--- src/rtl/digdug_io_pkg.sv ---
// Shared constants, CTRL field layout, FSM state types and the NMI reload
// helper for the DigDug 06XX I/O controller.
package digdug_io_pkg;

  localparam int unsigned AD_W   = 16;
  localparam int unsigned D_W    = 8;
  localparam int unsigned SEL_W  = 4;
  localparam int unsigned CODE_W = 3;
  localparam int unsigned CNT_W  = 17;

  localparam logic [7:0] DATA_PAGE = 8'h70;
  localparam logic [7:0] CTRL_PAGE = 8'h71;

  localparam int unsigned DEF_NMI_UNIT  = 9600;
  localparam int unsigned DEF_NMI_WIDTH = 64;

  localparam int unsigned CTRL_SEL_LSB  = 0;
  localparam int unsigned CTRL_DIR_BIT  = 4;
  localparam int unsigned CTRL_CODE_LSB = 5;

  typedef enum logic {
    BUS_IDLE,
    BUS_RESP
  } bus_state_e;

  typedef enum logic [1:0] {
    NMI_IDLE,
    NMI_COUNT,
    NMI_PULSE
  } nmi_state_e;

  // Down-counter reload so that one full period is exactly code*unit cycles.
  function automatic logic [CNT_W-1:0] nmi_load(input logic [CODE_W-1:0] code,
                                                input int unsigned unit);
    int unsigned prod;
    prod = 32'(code) * unit;
    return CNT_W'(prod - 32'd1);
  endfunction

endpackage

--- src/rtl/digdug_io06xx_if.sv ---
// Time-multiplexed device bus between the CPU arbiter (master) and a device slave.
interface digdug_io06xx_if;
  logic                            DEV_CE;
  logic [digdug_io_pkg::AD_W-1:0]  DEV_AD;
  logic                            DEV_RD;
  logic                            DEV_WR;
  logic [digdug_io_pkg::D_W-1:0]   DEV_DI;
  logic                            DEV_DV;
  logic [digdug_io_pkg::D_W-1:0]   DEV_DO;

  modport master (
    output DEV_CE, DEV_AD, DEV_RD, DEV_WR, DEV_DI,
    input  DEV_DV, DEV_DO
  );

  modport slave (
    input  DEV_CE, DEV_AD, DEV_RD, DEV_WR, DEV_DI,
    output DEV_DV, DEV_DO
  );
endinterface

--- src/rtl/digdug_nmi_timer.sv ---
// Periodic NMI generator: period code*NMI_UNIT cycles, pulse NMI_WIDTH cycles,
// restarted by every CTRL write.
module digdug_nmi_timer
  import digdug_io_pkg::*;
#(
  parameter int unsigned NMI_UNIT  = DEF_NMI_UNIT,
  parameter int unsigned NMI_WIDTH = DEF_NMI_WIDTH
) (
  input  logic              CLK48M,
  input  logic              RESET_N,
  input  logic [CODE_W-1:0] code,
  input  logic              restart,
  output logic              NMI_O
);

  localparam int unsigned WCNT_W = (NMI_WIDTH > 1) ? $clog2(NMI_WIDTH) : 1;

  nmi_state_e        state;
  logic [CODE_W-1:0] code_q;
  logic [CNT_W-1:0]  cnt;
  logic [WCNT_W-1:0] wcnt;

  // Restart has priority over a coinciding expiry, so no pulse escapes.
  always_ff @(posedge CLK48M) begin
    if (!RESET_N) begin
      state  <= NMI_IDLE;
      code_q <= '0;
      cnt    <= '0;
      wcnt   <= '0;
      NMI_O  <= 1'b0;
    end else if (restart) begin
      code_q <= code;
      wcnt   <= '0;
      NMI_O  <= 1'b0;
      if (code == '0) begin
        state <= NMI_IDLE;
        cnt   <= '0;
      end else begin
        state <= NMI_COUNT;
        cnt   <= nmi_load(code, NMI_UNIT);
      end
    end else begin
      case (state)
        NMI_COUNT: begin
          if (cnt == '0) begin
            cnt   <= nmi_load(code_q, NMI_UNIT);
            wcnt  <= WCNT_W'(NMI_WIDTH - 1);
            NMI_O <= 1'b1;
            state <= NMI_PULSE;
          end else begin
            cnt <= cnt - CNT_W'(1);
          end
        end
        NMI_PULSE: begin
          // The period counter keeps running underneath the pulse.
          if (cnt == '0) cnt <= nmi_load(code_q, NMI_UNIT);
          else           cnt <= cnt - CNT_W'(1);
          if (wcnt == '0) begin
            NMI_O <= 1'b0;
            state <= NMI_COUNT;
          end else begin
            wcnt <= wcnt - WCNT_W'(1);
          end
        end
        default: begin
          NMI_O <= 1'b0;
          state <= NMI_IDLE;
        end
      endcase
    end
  end

endmodule

--- src/rtl/digdug_io06xx.sv ---
// Namco 06XX device-bus slave: decodes DATA/CTRL pages, forwards data cycles
// to the selected custom I/O chip and drives the CPU0 NMI.
module digdug_io06xx
  import digdug_io_pkg::*;
#(
  parameter int unsigned NMI_UNIT  = DEF_NMI_UNIT,
  parameter int unsigned NMI_WIDTH = DEF_NMI_WIDTH
) (
  input  logic             CLK48M,
  input  logic             RESET_N,
  digdug_io06xx_if.slave   dev,
  output logic [SEL_W-1:0] IO_SEL,
  output logic             IO_RD,
  output logic             IO_WR,
  output logic [D_W-1:0]   IO_DO,
  input  logic [D_W-1:0]   IO_DI,
  output logic             NMI_O
);

  bus_state_e     bus_state;
  logic [D_W-1:0] ctrl_q;
  logic           dev_dv_q;
  logic [D_W-1:0] dev_do_q;

  logic [7:0] page;
  logic       data_hit;
  logic       ctrl_hit;
  logic       is_wr;
  logic       take;
  logic       ctrl_wr;
  logic       unused_ad;

  // Only the page byte selects this block; RD together with WR counts as a write.
  assign page      = dev.DEV_AD[AD_W-1 -: 8];
  assign unused_ad = ^dev.DEV_AD[7:0];
  assign data_hit  = (page == DATA_PAGE);
  assign ctrl_hit  = (page == CTRL_PAGE);
  assign is_wr     = dev.DEV_WR;
  assign take      = dev.DEV_CE & (data_hit | ctrl_hit) & (dev.DEV_RD | dev.DEV_WR);
  assign ctrl_wr   = take & ctrl_hit & is_wr;

  assign IO_SEL     = ctrl_q[CTRL_SEL_LSB +: SEL_W];
  assign dev.DEV_DV = dev_dv_q;
  assign dev.DEV_DO = dev_do_q;

  // Bus FSM: every DEV_CE closes the current response and decodes a new cycle.
  always_ff @(posedge CLK48M) begin
    if (!RESET_N) begin
      bus_state <= BUS_IDLE;
      ctrl_q    <= '0;
      dev_dv_q  <= 1'b0;
      dev_do_q  <= '0;
      IO_RD     <= 1'b0;
      IO_WR     <= 1'b0;
      IO_DO     <= '0;
    end else begin
      IO_RD <= 1'b0;
      IO_WR <= 1'b0;
      if (dev.DEV_CE) begin
        dev_dv_q  <= 1'b0;
        bus_state <= BUS_IDLE;
        if (take) begin
          bus_state <= BUS_RESP;
          if (ctrl_hit) begin
            if (is_wr) begin
              ctrl_q <= dev.DEV_DI;
            end else begin
              dev_dv_q <= 1'b1;
              dev_do_q <= ctrl_q;
            end
          end else if (is_wr) begin
            if (!ctrl_q[CTRL_DIR_BIT]) begin
              IO_WR <= 1'b1;
              IO_DO <= dev.DEV_DI;
            end
          end else begin
            dev_dv_q <= 1'b1;
            if (ctrl_q[CTRL_DIR_BIT]) begin
              IO_RD    <= 1'b1;
              dev_do_q <= IO_DI;
            end else begin
              dev_do_q <= 8'hFF;
            end
          end
        end
      end else if (bus_state == BUS_RESP && IO_RD) begin
        // Final capture of chip data during the strobe cycle.
        dev_do_q <= IO_DI;
      end
    end
  end

  digdug_nmi_timer #(
    .NMI_UNIT  (NMI_UNIT),
    .NMI_WIDTH (NMI_WIDTH)
  ) u_nmi (
    .CLK48M  (CLK48M),
    .RESET_N (RESET_N),
    .code    (dev.DEV_DI[CTRL_CODE_LSB +: CODE_W]),
    .restart (ctrl_wr),
    .NMI_O   (NMI_O)
  );

endmodule

--- src/flat_wrapper.sv ---
// flat-port wrapper written by rule: the top's interface ports become plain ports
module digdug_io06xx_flat import digdug_io_pkg::*;
#(
  parameter int unsigned NMI_UNIT  = DEF_NMI_UNIT,
  parameter int unsigned NMI_WIDTH = DEF_NMI_WIDTH
)
  (CLK48M, RESET_N, IO_SEL, IO_RD, IO_WR, IO_DO, IO_DI, NMI_O, dev_DEV_CE, dev_DEV_AD, dev_DEV_RD, dev_DEV_WR, dev_DEV_DI, dev_DEV_DV, dev_DEV_DO);
  digdug_io06xx_if dev_i ();
  input  logic CLK48M;
  input  logic RESET_N;
  output logic [SEL_W-1:0] IO_SEL;
  output logic IO_RD;
  output logic IO_WR;
  output logic [D_W-1:0] IO_DO;
  input  logic [D_W-1:0] IO_DI;
  output logic NMI_O;
  input wire logic [$bits(dev_i.DEV_CE)-1:0] dev_DEV_CE;
  input wire logic [$bits(dev_i.DEV_AD)-1:0] dev_DEV_AD;
  input wire logic [$bits(dev_i.DEV_RD)-1:0] dev_DEV_RD;
  input wire logic [$bits(dev_i.DEV_WR)-1:0] dev_DEV_WR;
  input wire logic [$bits(dev_i.DEV_DI)-1:0] dev_DEV_DI;
  output wire logic [$bits(dev_i.DEV_DV)-1:0] dev_DEV_DV;
  output wire logic [$bits(dev_i.DEV_DO)-1:0] dev_DEV_DO;
  assign dev_i.DEV_CE = dev_DEV_CE;
  assign dev_i.DEV_AD = dev_DEV_AD;
  assign dev_i.DEV_RD = dev_DEV_RD;
  assign dev_i.DEV_WR = dev_DEV_WR;
  assign dev_i.DEV_DI = dev_DEV_DI;
  assign dev_DEV_DV = dev_i.DEV_DV;
  assign dev_DEV_DO = dev_i.DEV_DO;
  digdug_io06xx #(.NMI_UNIT(NMI_UNIT), .NMI_WIDTH(NMI_WIDTH)) u_core (.CLK48M(CLK48M), .RESET_N(RESET_N), .dev(dev_i), .IO_SEL(IO_SEL), .IO_RD(IO_RD), .IO_WR(IO_WR), .IO_DO(IO_DO), .IO_DI(IO_DI), .NMI_O(NMI_O));
endmodule
--- config.mk ---
export PLATFORM = sky130hd
export DESIGN_NAME = digdug_io06xx_flat
export DESIGN_NICKNAME = d
export VERILOG_FILES = /design/src/rtl/digdug_io_pkg.sv /design/src/rtl/digdug_io06xx_if.sv /design/src/rtl/digdug_nmi_timer.sv /design/src/rtl/digdug_io06xx.sv /design/src/flat_wrapper.sv
export SDC_FILE = /design/constraint.sdc
export NUM_CORES = 1
export LEC_CHECK = 0
export CAP_MARGIN = 10
export CORE_ASPECT_RATIO = 1.1
export CORE_MARGIN = 5
export CORE_UTILIZATION = 35
export CTS_BUF_LIST = sky130_fd_sc_hd__clkbuf_4 sky130_fd_sc_hd__clkbuf_8
export DETAILED_ROUTE_END_ITERATION = 8
export HOLD_SLACK_MARGIN = 0.05
export PLACE_DENSITY = 0.61
export SETUP_SLACK_MARGIN = 0.3
export SLEW_MARGIN = 40
export SYNTH_ARGS = -nofsm -noshare
export SYNTH_HDL_FRONTEND = slang
export SYNTH_SLANG_ARGS = --single-unit
--- constraint.sdc ---
create_clock -name CLK48M -period 4.4 [get_ports CLK48M]
set_clock_uncertainty 0.1 [all_clocks]
set_input_delay 0.88 -clock CLK48M [delete_from_list [all_inputs] [get_ports CLK48M]]
set_output_delay 0.88 -clock CLK48M [all_outputs]
set_load 0.01 [all_outputs]
# After elaboration in Yosys (flattened, before gate mapping)
# Index checks and enable logic that the tools add are counted.
# word_totals
word_cells,85
register_bits,57
out_inout_bits,24
input_bits,37
# op_classes
n_mux,27
mul,2
bitwise,12
n_eq_ne,11
n_reduce_logical,17
addsub,4
# ops
operator,n
2-to-1 mux 17 bit,4
2-to-1 mux 8 bit,7
"subtractor 17 x 1 -> 17 bit, second input constant",3
"multiplier 3 x 7 -> 10 bit, second input constant",2
zero test 17 bit,1
"== test 8 x 7 -> 1 bit, second input constant",2
2-to-1 mux 6 bit,2
one-hot mux 6 bit (2 select lines),1
OR reduction 5 bit,2
2-to-1 mux 1 bit,8
"inequality test 2 bit, second input constant",4
zero test 6 bit,1
2-to-1 mux 2 bit,3
"inequality test 3 x 2 -> 1 bit, second input constant",2
NOT 1 bit,6
AND reduction 3 bit,2
nonzero test 2 bit,3
"subtractor 6 x 1 -> 6 bit, second input constant",1
AND reduction 5 bit,1
AND 1 bit,4
one-hot mux 2 bit (2 select lines),1
AND reduction 2 bit,2
AND reduction 4 bit,1
OR reduction 2 bit,2
7 further kinds,8

# Logic depth before layout (Yosys ltp)
# Gate-level depths: netlist of run 1.
# logic_depth
word_depth,8
mapped_depth,10
ltp_nobuf,9

# Hierarchy
# Synthesis of run 1 repeated with hierarchy kept, for this count alone.
# hier_totals
hier_cells,452
area_unflattened_um2,3814.9
# modules_own_cells
mod,instances,area_per_inst_um2,cells_each,seq_area_each_um2
digdug_nmi_timer,1,2548.7,317,580.6
digdug_io06xx,1,1266.2,135,560.5

# Least setup slack after synthesis of run 1
# No wires, ideal clock.
# synth_path
path_type,in2reg
startpoint,input port dev_DEV_DI[6]
endpoint,register u_core.u_nmi.cnt[15]
setup_time_ns,0.119
arrival_time_ns,3.025
n_path_buf,0
required_time_ns,4.181
setup_slack_ns,1.155
path_stages,9
path_cell_list,ha_1 > ha_1 > fa_1 > xnor2_1 > xnor2_1 > nand3_1 > a2111oi_0 > mux2i_1 > a21oi_1
# synth_via
elab_chain_cells,4
word_cells_on_any_way,5
classes_between,add/sub (1); mul (1); mux (2); reduce/logical (1)
# synth_rtl
item,line,text
from (decl),flat_wrapper.sv:21,input wire logic [$bits(dev_i.DEV_DI)-1:0] dev_DEV_DI;
multiplier 3 x 7 -> 10 bit,digdug_io_pkg.sv:36,prod = 32'(code) * unit;
subtractor 17 x 1 -> 17 bit,digdug_io_pkg.sv:37,return CNT_W'(prod - 32'd1);
2-to-1 mux 17 bit *,digdug_nmi_timer.sv:35,if (code == '0) begin
2-to-1 mux 17 bit *,digdug_nmi_timer.sv:31,end else if (restart) begin
to (signal assigned),digdug_nmi_timer.sv:40,"cnt <= nmi_load(code, NMI_UNIT);"
to (signal assigned),digdug_nmi_timer.sv:46,"cnt <= nmi_load(code_q, NMI_UNIT);"
to (signal assigned),digdug_nmi_timer.sv:51,cnt <= cnt - CNT_W'(1);
to (decl),digdug_nmi_timer.sv:20,logic [CNT_W-1:0] cnt;
# Mark *: on every way between the ends. The rest lies on a longest branch, timed or not.
# A chain may end at the register's enable or synchronous reset.

# Worst setup path in the final report of run 1
# layout_path
startpoint,input port dev_DEV_DI[7]
endpoint,register u_core.u_nmi.cnt[15]
# Same word-level chain as after synthesis.

==> metrics.csv, run 1 <==
stage,metric,value,unit
clocking,H-tree depth,3,
synthesis,Syn. warnings,0,
detailed_routing,routed wire length,10.3,mm
power_and_ir_drop,pwr/cell area,247,nW/um2
synthesis,top_reg_cell synth,dfxtp_1,
setup_path,Reg2Reg Depth,9,
clocking,Post-CTS Setup Inserts,0,
clocking,"Reg clk slew, reported paths",0.07,ns
hold_path,HP Start,u_core.ctrl_q[6],
power_and_ir_drop,LEAKAGE,1.87,nW
timing,RSZ-0062 raised after global routing,false,
synthesis,Cells after Synth,465,
setup_path,"reg-to-reg slack, setup",0.87,ns
timing,Slew Limit Fails,0,
synthesis,post-synthesis async set-or-reset flop share,0,
detailed_routing,Starting DRT DRC Count,140,
timing,Final min period,3.77,ns
setup_path,worst reg2reg startpoint,u_core.u_nmi.code_q[1],
die,die area,12900,um2
finish,layout cells sized above 1,0.0736,
timing,Worst slew margin,0.530,
grt,largest net degree at the start of global routing,34,
clocking,CTS tree,done,
clocking,CTS Buf Count,9,
detailed_routing,average vias per placed instance,5.41,
place,GP Congestion,0.853,
timing,Max Clock Freq,265,MHz
synthesis,largest family of logic cells by synthesized area,simple AND/OR/NAND/NOR gates,
synthesis,simple-gate portion of the synthesized area,0.255,
detailed_routing,ANT nets after route,0,
hold_path,path category of the worst min-delay check,reg -> reg,
setup_path,Setup crit end kind,register,
timing,Fin. Hold Viols,0,
setup_path,CP max FO,9,
synthesis,Yosys top cell area share,0.304,
setup_path,Crit Reg-Reg Endpoint,u_core.u_nmi.cnt[16],
detailed_routing,Routed wire per std cell,15.6,um
die,Die X,109,um
setup_path,Worst Setup SP,dev_DEV_DI[7],
synthesis,most area-consuming cells after synthesis,"dfxtp_1, ha_1, a21oi_1",
detailed_routing,DR vias,3566,
setup_path,critical path required time,4.54,ns
synthesis,post-synthesis adder-cell area fraction,0.0806,
setup_path,CP Class,in -> reg,
setup_path,critical path arrival,3.91,ns
clocking,Post-CTS Resized,0,
setup_path,CP Launch Type,input pin,
synthesis,sequential fraction of the synthesis area,0.304,
synthesis,Post-Synth XOR/XNOR Area,0.0456,
job,max-cap viol count,0,
synthesis,post-synthesis average cell area,8.08,um2
die,starting density of the core,0.360,
die,total core area,10400,um2
grt,first-pass GRT wire length,17.6,mm
timing,hold_ws,0.362,ns
power_and_ir_drop,VDD IR-drop max,0.226,mV
finish,nets,571,
synthesis,Mapped Area,3760,um2
hold_path,Worst Hold Path Cells,2,
synthesis,largest area contributor in the netlist,dfxtp_1,
die,Ports,61,
clocking,clk_lat worst skew,0.35,ns
clocking,quantity of hold-fixing buffers added after cts,0,
timing,period utilisation layout,0.857,
synthesis,"EDFF count, synth",0,
grt,antenna violations before repair,0,
clocking,Longest Clk Path Bufs,2,
timing,final setup vio count,0,
synthesis,synthesized net count,525,
grt,gr usage total,0.167,
place,DPL Wire Length,7.66,mm
status,outcome,"complete, no violations",
grt,GRT overflow,0,
detailed_routing,Detailed Routing Iterations Pass 1,4,
power_and_ir_drop,Final Total Pwr,1.14,mW
die,row count,39,
timing,Slew @ Worst Pin,0.703,ns
synthesis,portion of netlist area occupied by mux cells,0.0559,
finish,count of inserted antenna diode cells,0,
timing,setup_tns,0,ns
grt,vias in the first global route,3724,
finish,Area Growth Syn to Fin,22.5,%
clocking,Sink Count,57,
synthesis,Netlist cell types,68,
detailed_routing,# DRC,0,
clocking,clock root cell,clkbuf_8,
hold_path,WHS Endpoint,u_core.ctrl_q[6],
synthesis,Compound-Gate Fraction of Synth Area,0.214,
synthesis,number of synthesized register bits,57,
die,Die H,119,um
place,Buffers on Ports,52,
registers in the layout (all words and copies together), names as in the netlist:
register             count
u_core.u_nmi.cnt        17
u_core.u_nmi.wcnt        6
u_core.bus_state         1
u_core.u_nmi.state       2
u_core.dev.DEV_DV        1
u_core.IO_WR             1
u_core.IO_DO             8
u_core.IO_RD             1
u_core.ctrl_q            8
u_core.u_nmi.NMI_O       1
u_core.dev.DEV_DO        8
u_core.u_nmi.code_q      3
layout make-up:
class / instances / area (um2)
multi-input cells: 367 / 2450
repair buffers: 59 / 573
inverters: 17 / 63.8
clock buffers: 9 / 124
clock inverters: 7 / 77.6
fillers: 1071 / 5840
flip-flops and latches: 57 / 1140
well taps: 143 / 179
through the flow:
step | util | setup WS [ns] | area, um2 | instances
after floorplan | - | 1.16 | 3760 | 465
after global placement | 0.422 | 0.319 | 4400 | 643
after detailed placement | 0.422 | 0.284 | 4400 | 643
after CTS | 0.441 | 0.652 | 4600 | 659
after global routing | 0.441 | 0.446 | 4600 | 659
final | 0.441 | 0.630 | 4600 | 659
cell usage after synthesis, types with 5 or more instances:
master / number
or3_1: 9
mux2i_1: 21
dfxtp_1: 57
inv_1: 16
a21oi_1: 44
nor3_1: 12
ha_1: 21
clkbuf_1: 19
nand2b_1: 8
a21o_1: 5
and2_1: 5
o21ai_0: 21
and3_1: 6
o22a_1: 8
nor2_1: 47
nand3_1: 17
xor2_1: 9
xnor2_1: 8
nand2_1: 42
logic make-up after synthesis:
group | Yosys count
buffers and inverters | 41
XOR/XNOR | 18
adder cells (fa/ha/maj) | 23
flip-flops | 57
multiplexers | 21
AND/OR/NAND/NOR | 182
AO/OA/AOI/OAI | 123
worst max-delay path by stage:
stage                           endpoint  slack (ns)  depth (start not counted)
floorplan           u_core.u_nmi.cnt[15]        1.16                          9
global placement    u_core.u_nmi.cnt[15]        0.32                         10
detailed placement  u_core.u_nmi.cnt[15]        0.28                         10
CTS                 u_core.u_nmi.cnt[15]        0.65                         10
global route        u_core.u_nmi.cnt[15]        0.45                         10
finish              u_core.u_nmi.cnt[15]        0.63                         10
layout by cell type (no fill, tap or decap), drive strengths merged, types with 6 or more instances in the layout:
cell	instances
dfxtp	57
clkdlybuf4s50	52
nor2	48
a21oi	44
nand2	42
o21ai	23
mux2i	21
ha	21
inv	18
nand3	17
nor3	13
or3	10
xor2	9
clkbuf	9
nand2b	8
xnor2	8
o22a	8
buf	7
and3	6
per-layer routing:
| layer | wire (um) | global-route usage | vias to the layer above |
|---|---|---|---|
| met5 | 0 | 0 | - |
| met1 | 4440 | 0.198 | 1677 |
| met2 | 5050 | 0.285 | 88 |
| li1 | - | - | 1783 |
| met3 | 637 | 0.0453 | 18 |
| met4 | 169 | 0.0624 | 0 |
power breakdown:
part	internal [mW]	switching (mW)	total (mW)
clock network	0.265	0.242	0.507
logic	0.0540	0.0584	0.112
registers	0.516	0.000761	0.517
total	0.835	0.301	1.14
worst max-delay path: stages:
cell             delay, ns
clkdlybuf4s50_1       0.65
ha_1                  0.30
ha_1                  0.21
fa_1                  0.42
xnor2_1               0.15
xnor2_1               0.27
nand3_1               0.18
a2111oi_0             0.50
mux2i_1               0.25
a21oi_1               0.08
(Power assumes the default switching activity.)
==> inputs of run 2 (changes only) <==
Settings changed: DONT_BUFFER_PORTS set to 1, PLACE_DENSITY 0.61 to 0.54.
==> metrics.csv, run 2 (synthesis gave the netlist of run 1 again) <==
stage,metric,value,unit,change
timing,fin worst setup slack,0.826,ns,+0.196 ns
power_and_ir_drop,Logic pwr share,0.068,,-0.031
clocking,clock root cell,clkbuf_8,,
place,dpl ws,0.808,ns,+0.524 ns
timing,setup_tns,0,ns,unchanged
grt,largest net degree at the start of global routing,34,,unchanged
status,outcome,"complete, no violations",,
setup_path,critical path arrival,3.76,ns,-0.15 ns
power_and_ir_drop,Power Internal,0.867,mW,+3.8%
clocking,Post-CTS Resized,0,,unchanged
die,Die H,119,um,unchanged
place,GP Congestion,0.896,,+5.1%
clocking,H-tree depth,3,,unchanged
timing,Worst slew margin,0.554,,+0.0245
setup_path,Setup crit end kind,register,,
setup_path,CP Class,reg -> reg,,
die,Die X,109,um,unchanged
detailed_routing,Starting DRT DRC Count,216,,+54%
grt,vias in the first global route,3415,,-8.3%
setup_path,CP max FO,15,,+6
place,DPL Wire Length,7.52,mm,-1.9%
finish,fin util,0.390,,-0.0508
die,die area,12900,um2,unchanged
timing,Slew Limit Fails,0,,unchanged
detailed_routing,ANT nets after route,0,,unchanged
clocking,quantity of hold-fixing buffers added after cts,0,,unchanged
finish,most frequent cells in the layout,"dfxtp_1, nor2_1, a21oi_1, nand2_1",,
detailed_routing,Detailed Routing Iterations Pass 1,4,,unchanged
finish,register area,1140,um2,unchanged
power_and_ir_drop,sw frac,0.235,,-0.0304
grt,gr usage total,0.166,,-0.00142
timing,Max Clock Freq,280,MHz,+5.5%
power_and_ir_drop,net switching power,0.266,mW,-12%
finish,fill cell count,1129,,+5.4%
detailed_routing,DR vias,3357,,-5.9%
die,starting density of the core,0.360,,unchanged
detailed_routing,Routed wire per std cell,16.8,um,+7.4%
timing,Slew @ Worst Pin,0.667,ns,-0.0360 ns
grt,GRT overflow,0,,unchanged
setup_path,CP Launch Type,register,,
clocking,"Reg clk slew, reported paths",0.07,ns,about the same
place,Buffers on Ports,0,,-100%
clocking,clk_lat worst skew,0.34,ns,about the same
die,Ports,61,,unchanged
job,max-cap viol count,0,,unchanged
timing,Final min period,3.57,ns,-0.196 ns
place,DP Cell Count,588,,-8.6%
clocking,Sink Count,57,,unchanged
clocking,CTS Buf Count,9,,unchanged
timing,period utilisation layout,0.812,,-0.0447
detailed_routing,routed wire length,10.1,mm,-1.7%
die,total core area,10400,um2,unchanged
grt,first-pass GRT wire length,17.2,mm,-2.4%
grt,antenna violations before repair,0,,unchanged
detailed_routing,# DRC,0,,unchanged
timing,Fin. Hold Viols,0,,unchanged
clocking,Post-CTS Setup Inserts,0,,unchanged
setup_path,critical path required time,4.58,ns,+0.04 ns
clocking,CTS tree,done,,
timing,final setup vio count,0,,unchanged
finish,fin cells,603,,-8.5%
die,row count,39,,unchanged
finish,nets,516,,-9.6%
clocking,Longest Clk Path Bufs,2,,unchanged
power_and_ir_drop,sequential fraction of design power,0.457,,+0.002
power_and_ir_drop,LEAKAGE,1.69,nW,-9.7%
finish,"most common cell after layout, fill and taps aside",dfxtp_1,,
finish,layout cells sized above 1,0.0739,,+0.000270
finish,count of inserted antenna diode cells,0,,unchanged
power_and_ir_drop,VDD IR-drop max,0.190,mV,-16%
finish,Biggest register,u_core.u_nmi.cnt,,
power_and_ir_drop,pwr/cell area,278,nW/um2,+13%
detailed_routing,average vias per placed instance,5.57,,+2.9%
finish,Area Growth Syn to Fin,8.42,%,
finish,area taken by multi-input logic gates,2450,um2,unchanged
finish,max FFs per register,17,,unchanged
power_and_ir_drop,Clk pwr share,0.476,,+0.030
timing,RSZ-0062 raised after global routing,false,,
hold_path,path category of the worst min-delay check,reg -> reg,,
run 2: changes by cell type in the layout (fill, tap and decap cells not counted):
| cell | previous run | this run |
|---|---|---|
| clkdlybuf4s50_1 | 52 | 0 |
| clkbuf_8 | 9 | 13 |
| clkinvlp_4 | 4 | 0 |
| buf_4 | 7 | 4 |
| inv_6 | 2 | 0 |
| clkinv_2 | 0 | 1 |
run 2: path summary, 6_finish.rpt:
| check | startpoint | endpoint | slack, ns | depth (start not counted) |
|---|---|---|---|---|
| max | u_core.u_nmi.code_q[1] | u_core.u_nmi.cnt[16] | 0.83 | 9 |
| min | u_core.ctrl_q[6] | u_core.ctrl_q[6] | 0.37 | 2 |
| max reg2reg | u_core.u_nmi.code_q[1] | u_core.u_nmi.cnt[16] | 0.83 | 9 |
| min reg2reg | u_core.ctrl_q[6] | u_core.ctrl_q[6] | 0.37 | 2 |
run 2: cell type report:
type | count | area share
Tap cell | 143 | 0.0439
Inverter | 17 | 0.0157
Timing Repair Buffer | 4 | 0.00737
Multi-Input combinational cell | 367 | 0.600
Clock buffer | 13 | 0.0439
Sequential cell | 57 | 0.280
Clock inverter | 2 | 0.00860
run 2: power by group through the flow:
stage | combinational (mW) | clock, mW | sequential (mW)
5_1_grt | 0.0862 | 0.576 | 0.517
3_5_place_dp | 0.0767 | 0 | 0.529
3_3_place_gp | 0.0749 | 0 | 0.529
2_1_floorplan | 0.0645 | 0 | 0.529
6_report | 0.0768 | 0.539 | 0.517
4_1_cts | 0.0771 | 0.546 | 0.517
run 2: worst max-delay path, cell delays in order (launching register included):
cell and delay [ns]:
dfxtp_1 0.61, ha_1 0.31, ha_1 0.22, fa_1 0.45, nor2b_1 0.19, o2111ai_1 0.24
nor3b_1 0.56, nand3_1 0.16, a2111oi_0 0.51, o31a_1 0.17
run 2: stage by stage:
step / instance area [um2] / power, mW / hold WS (ns)
after floorplan: 3760 / 0.593 / 0.332
after CTS: 4070 / 1.14 / 0.385
final: 4070 / 1.13 / 0.372
after global placement: 3860 / 0.604 / 0.369
after global routing: 4070 / 1.18 / 0.397
after detailed placement: 3860 / 0.606 / 0.375
run 2: layer usage:
| metal | vias up | share of wire | wire, um | global-route usage |
|---|---|---|---|---|
| met3 | 14 | 0.077 | 783 | 0.0518 |
| met2 | 96 | 0.48 | 4810 | 0.273 |
| met1 | 1566 | 0.43 | 4340 | 0.202 |
| met5 | - | 0 | 0 | 0 |
| li1 | 1681 | - | - | - |
| met4 | 0 | 0.018 | 182 | 0.0576 |
==> inputs of run 3 (changes only) <==
Clock period 4.4 ns to 3.3 ns, I/O delays scaled along.
==> metrics.csv, run 3 (synthesis gave the netlist of run 1 again) <==
stage,metric,value,unit,change
place,Buffers on Ports,0,,unchanged
grt,first-pass GRT wire length,17.0,mm,-1.2%
place,DPL Wire Length,7.43,mm,-1.2%
clocking,quantity of hold-fixing buffers added after cts,0,,unchanged
die,Die H,119,um,unchanged
timing,Slew @ Worst Pin,0.671,ns,+0.00339 ns
finish,design area,4220,um2,+3.6%
clocking,Longest Clk Path Bufs,2,,unchanged
die,starting density of the core,0.360,,unchanged
clocking,H-tree depth,3,,unchanged
grt,antenna violations before repair,0,,unchanged
grt,GRT overflow,0,,unchanged
timing,Fin. Hold Viols,0,,unchanged
power_and_ir_drop,Power Internal,1.12,mW,+30%
clocking,"Reg clk slew, reported paths",0.07,ns,about the same
finish,fill cell count,1100,,-2.6%
power_and_ir_drop,Clk pwr share,0.467,,-0.009
grt,largest net degree at the start of global routing,34,,unchanged
detailed_routing,routed length on met3,893,um,+14%
timing,Max Clock Freq,351,MHz,+25%
setup_path,CP Capture Point,u_core.u_nmi.cnt[15],,
setup_path,Crit Reg-Reg Endpoint,u_core.u_nmi.cnt[15],,
finish,most frequent cells in the layout,"dfxtp_1, nor2_1, a21oi_1, nand2_1",,
die,total core area,10400,um2,unchanged
power_and_ir_drop,LEAKAGE,1.73,nW,+2.4%
timing,Worst slew margin,0.552,,-0.00226
timing,period utilisation layout,0.864,,+0.0521
timing,final setup vio count,0,,unchanged
setup_path,CP Launch Type,register,,
detailed_routing,# DRC,0,,unchanged
setup_path,WP buf/inv,0,,unchanged
place,Area after DPL,3910,um2,+1.4%
grt,vias in the first global route,3543,,+3.7%
setup_path,Reg2Reg Depth,9,,unchanged
detailed_routing,Detailed Routing Iterations Pass 1,4,,unchanged
detailed_routing,DRT met1 WL,4.23,mm,-2.5%
detailed_routing,Routed met2 length,4.61,mm,-4.3%
timing,Slew Limit Fails,0,,unchanged
clocking,CTS Buf Count,9,,unchanged
die,die area,12900,um2,unchanged
timing,fin worst setup slack,0.448,ns,-0.378 ns
detailed_routing,average vias per placed instance,5.59,,+0.48%
detailed_routing,routed wire length,9.98,mm,-1.4%
power_and_ir_drop,pwr/cell area,354,nW/um2,+27%
power_and_ir_drop,sequential fraction of design power,0.461,,+0.004
setup_path,CP max FO,4,,-11
setup_path,CP Depth,9,,unchanged
setup_path,CP Class,reg -> reg,,
place,GP Congestion,0.841,,-6.1%
finish,register area,1150,um2,+0.55%
die,row count,39,,unchanged
timing,Final min period,2.85,ns,-0.722 ns
job,max-cap viol count,0,,unchanged
clocking,CTS tree,done,,
setup_path,Setup crit end kind,register,,
power_and_ir_drop,VDD IR-drop max,0.249,mV,+31%
status,outcome,"complete, no violations",,
detailed_routing,DR vias,3429,,+2.1%
place,dpl ws,0.0115,ns,-0.796 ns
finish,area taken by multi-input logic gates,2520,um2,+3.0%
clocking,Sink Count,57,,unchanged
clocking,clk_lat worst skew,0.33,ns,about the same
finish,layout cells sized above 1,0.128,,+0.0537
finish,max FFs per register,17,,unchanged
power_and_ir_drop,Logic pwr share,0.072,,+0.004
clocking,clock root cell,clkbuf_8,,
finish,nets,525,,+1.7%
finish,"most common cell after layout, fill and taps aside",dfxtp_1,,
die,Die X,109,um,unchanged
grt,gr usage total,0.165,,-0.000953
finish,Biggest register,u_core.u_nmi.cnt,,
setup_path,critical path arrival,2.97,ns,-0.79 ns
die,Ports,61,,unchanged
finish,count of inserted antenna diode cells,0,,unchanged
power_and_ir_drop,sw frac,0.248,,+0.0127
setup_path,Crit-path slowest cell,or4b_1,,
detailed_routing,Starting DRT DRC Count,186,,-14%
detailed_routing,ANT nets after route,0,,unchanged
setup_path,"reg-to-reg slack, setup",0.45,ns,-0.38 ns
power_and_ir_drop,net switching power,0.370,mW,+39%
detailed_routing,Routed wire per std cell,16.3,um,-3.0%
setup_path,Worst Setup SP,u_core.u_nmi.code_q[1],,
setup_path,"delay-heaviest family, CP",simple AND/OR/NAND/NOR gates,,
timing,RSZ-0062 raised after global routing,false,,
detailed_routing,Highest Signal Layer,met4,,
setup_path,worst reg2reg startpoint,u_core.u_nmi.code_q[1],,
finish,Area Growth Syn to Fin,12.4,%,
hold_path,path category of the worst min-delay check,in -> reg,,
setup_path,worst path cell trace,ha_4 -> ha_4 -> fa_2 -> xnor3_1 -> nand3_2 -> or4b_1 -> or4b_1 -> nand4_1 -> a21oi_1,,
setup_path,CP max stage delay,0.49,ns,-0.12 ns
setup_path,critical path required time,3.42,ns,-1.16 ns
timing,setup_tns,0,ns,unchanged
-- run 3: worst min-delay path by stage --
stage,from,endpoint,slack [ns],depth (start not counted)
2_1_floorplan,u_core.ctrl_q[6],u_core.ctrl_q[6],0.33,2
3_3_place_gp,u_core.ctrl_q[5],u_core.ctrl_q[5],0.36,2
3_5_place_dp,u_core.ctrl_q[5],u_core.ctrl_q[5],0.36,2
4_1_cts,dev_DEV_DI[1],u_core.ctrl_q[1],0.34,2
5_1_grt,dev_DEV_DI[3],u_core.ctrl_q[3],0.33,2
6_report,RESET_N,u_core.u_nmi.cnt[12],0.35,1
-- run 3: final cells by class --
| cell class | instances | area share |
|---|---|---|
| Clock inverter | 5 | 0.0148 |
| Clock buffer | 11 | 0.0359 |
| Tap cell | 143 | 0.0424 |
| Multi-Input combinational cell | 367 | 0.597 |
| Inverter | 17 | 0.0151 |
| Sequential cell | 57 | 0.272 |
| Timing Repair Buffer | 13 | 0.0231 |
-- run 3: repair_timing --
action,4_1_cts,5_1_grt
gates resized for setup,9,10
hold endpoints to repair,0,0
buffers inserted,0,2
cloned,0,0
setup endpoints to repair,5,6
pin swaps,2,5
-- run 3: routing by layer --
| layer | global-route usage | vias to the layer above |
|---|---|---|
| met5 | 0 | - |
| met4 | 0.0773 | 0 |
| li1 | - | 1701 |
| met3 | 0.0589 | 22 |
| met1 | 0.193 | 1591 |
| met2 | 0.265 | 115 |
-- run 3: power by group through the flow --
stage	logic [mW]	clock network, mW	registers (mW)
floorplan	0.0863	0	0.705
global placement	0.103	0	0.705
detailed placement	0.104	0	0.705
CTS	0.105	0.719	0.689
global route	0.121	0.755	0.688
finish	0.108	0.698	0.689
-- run 3: stage by stage --
step	total power [mW]	util	instances	hold WS [ns]
finish	1.49	0.404	613	0.354
CTS	1.51	0.399	611	0.338
global placement	0.808	0.375	595	0.362
floorplan	0.791	-	465	0.332
detailed placement	0.809	0.375	595	0.365
global route	1.56	0.404	613	0.331
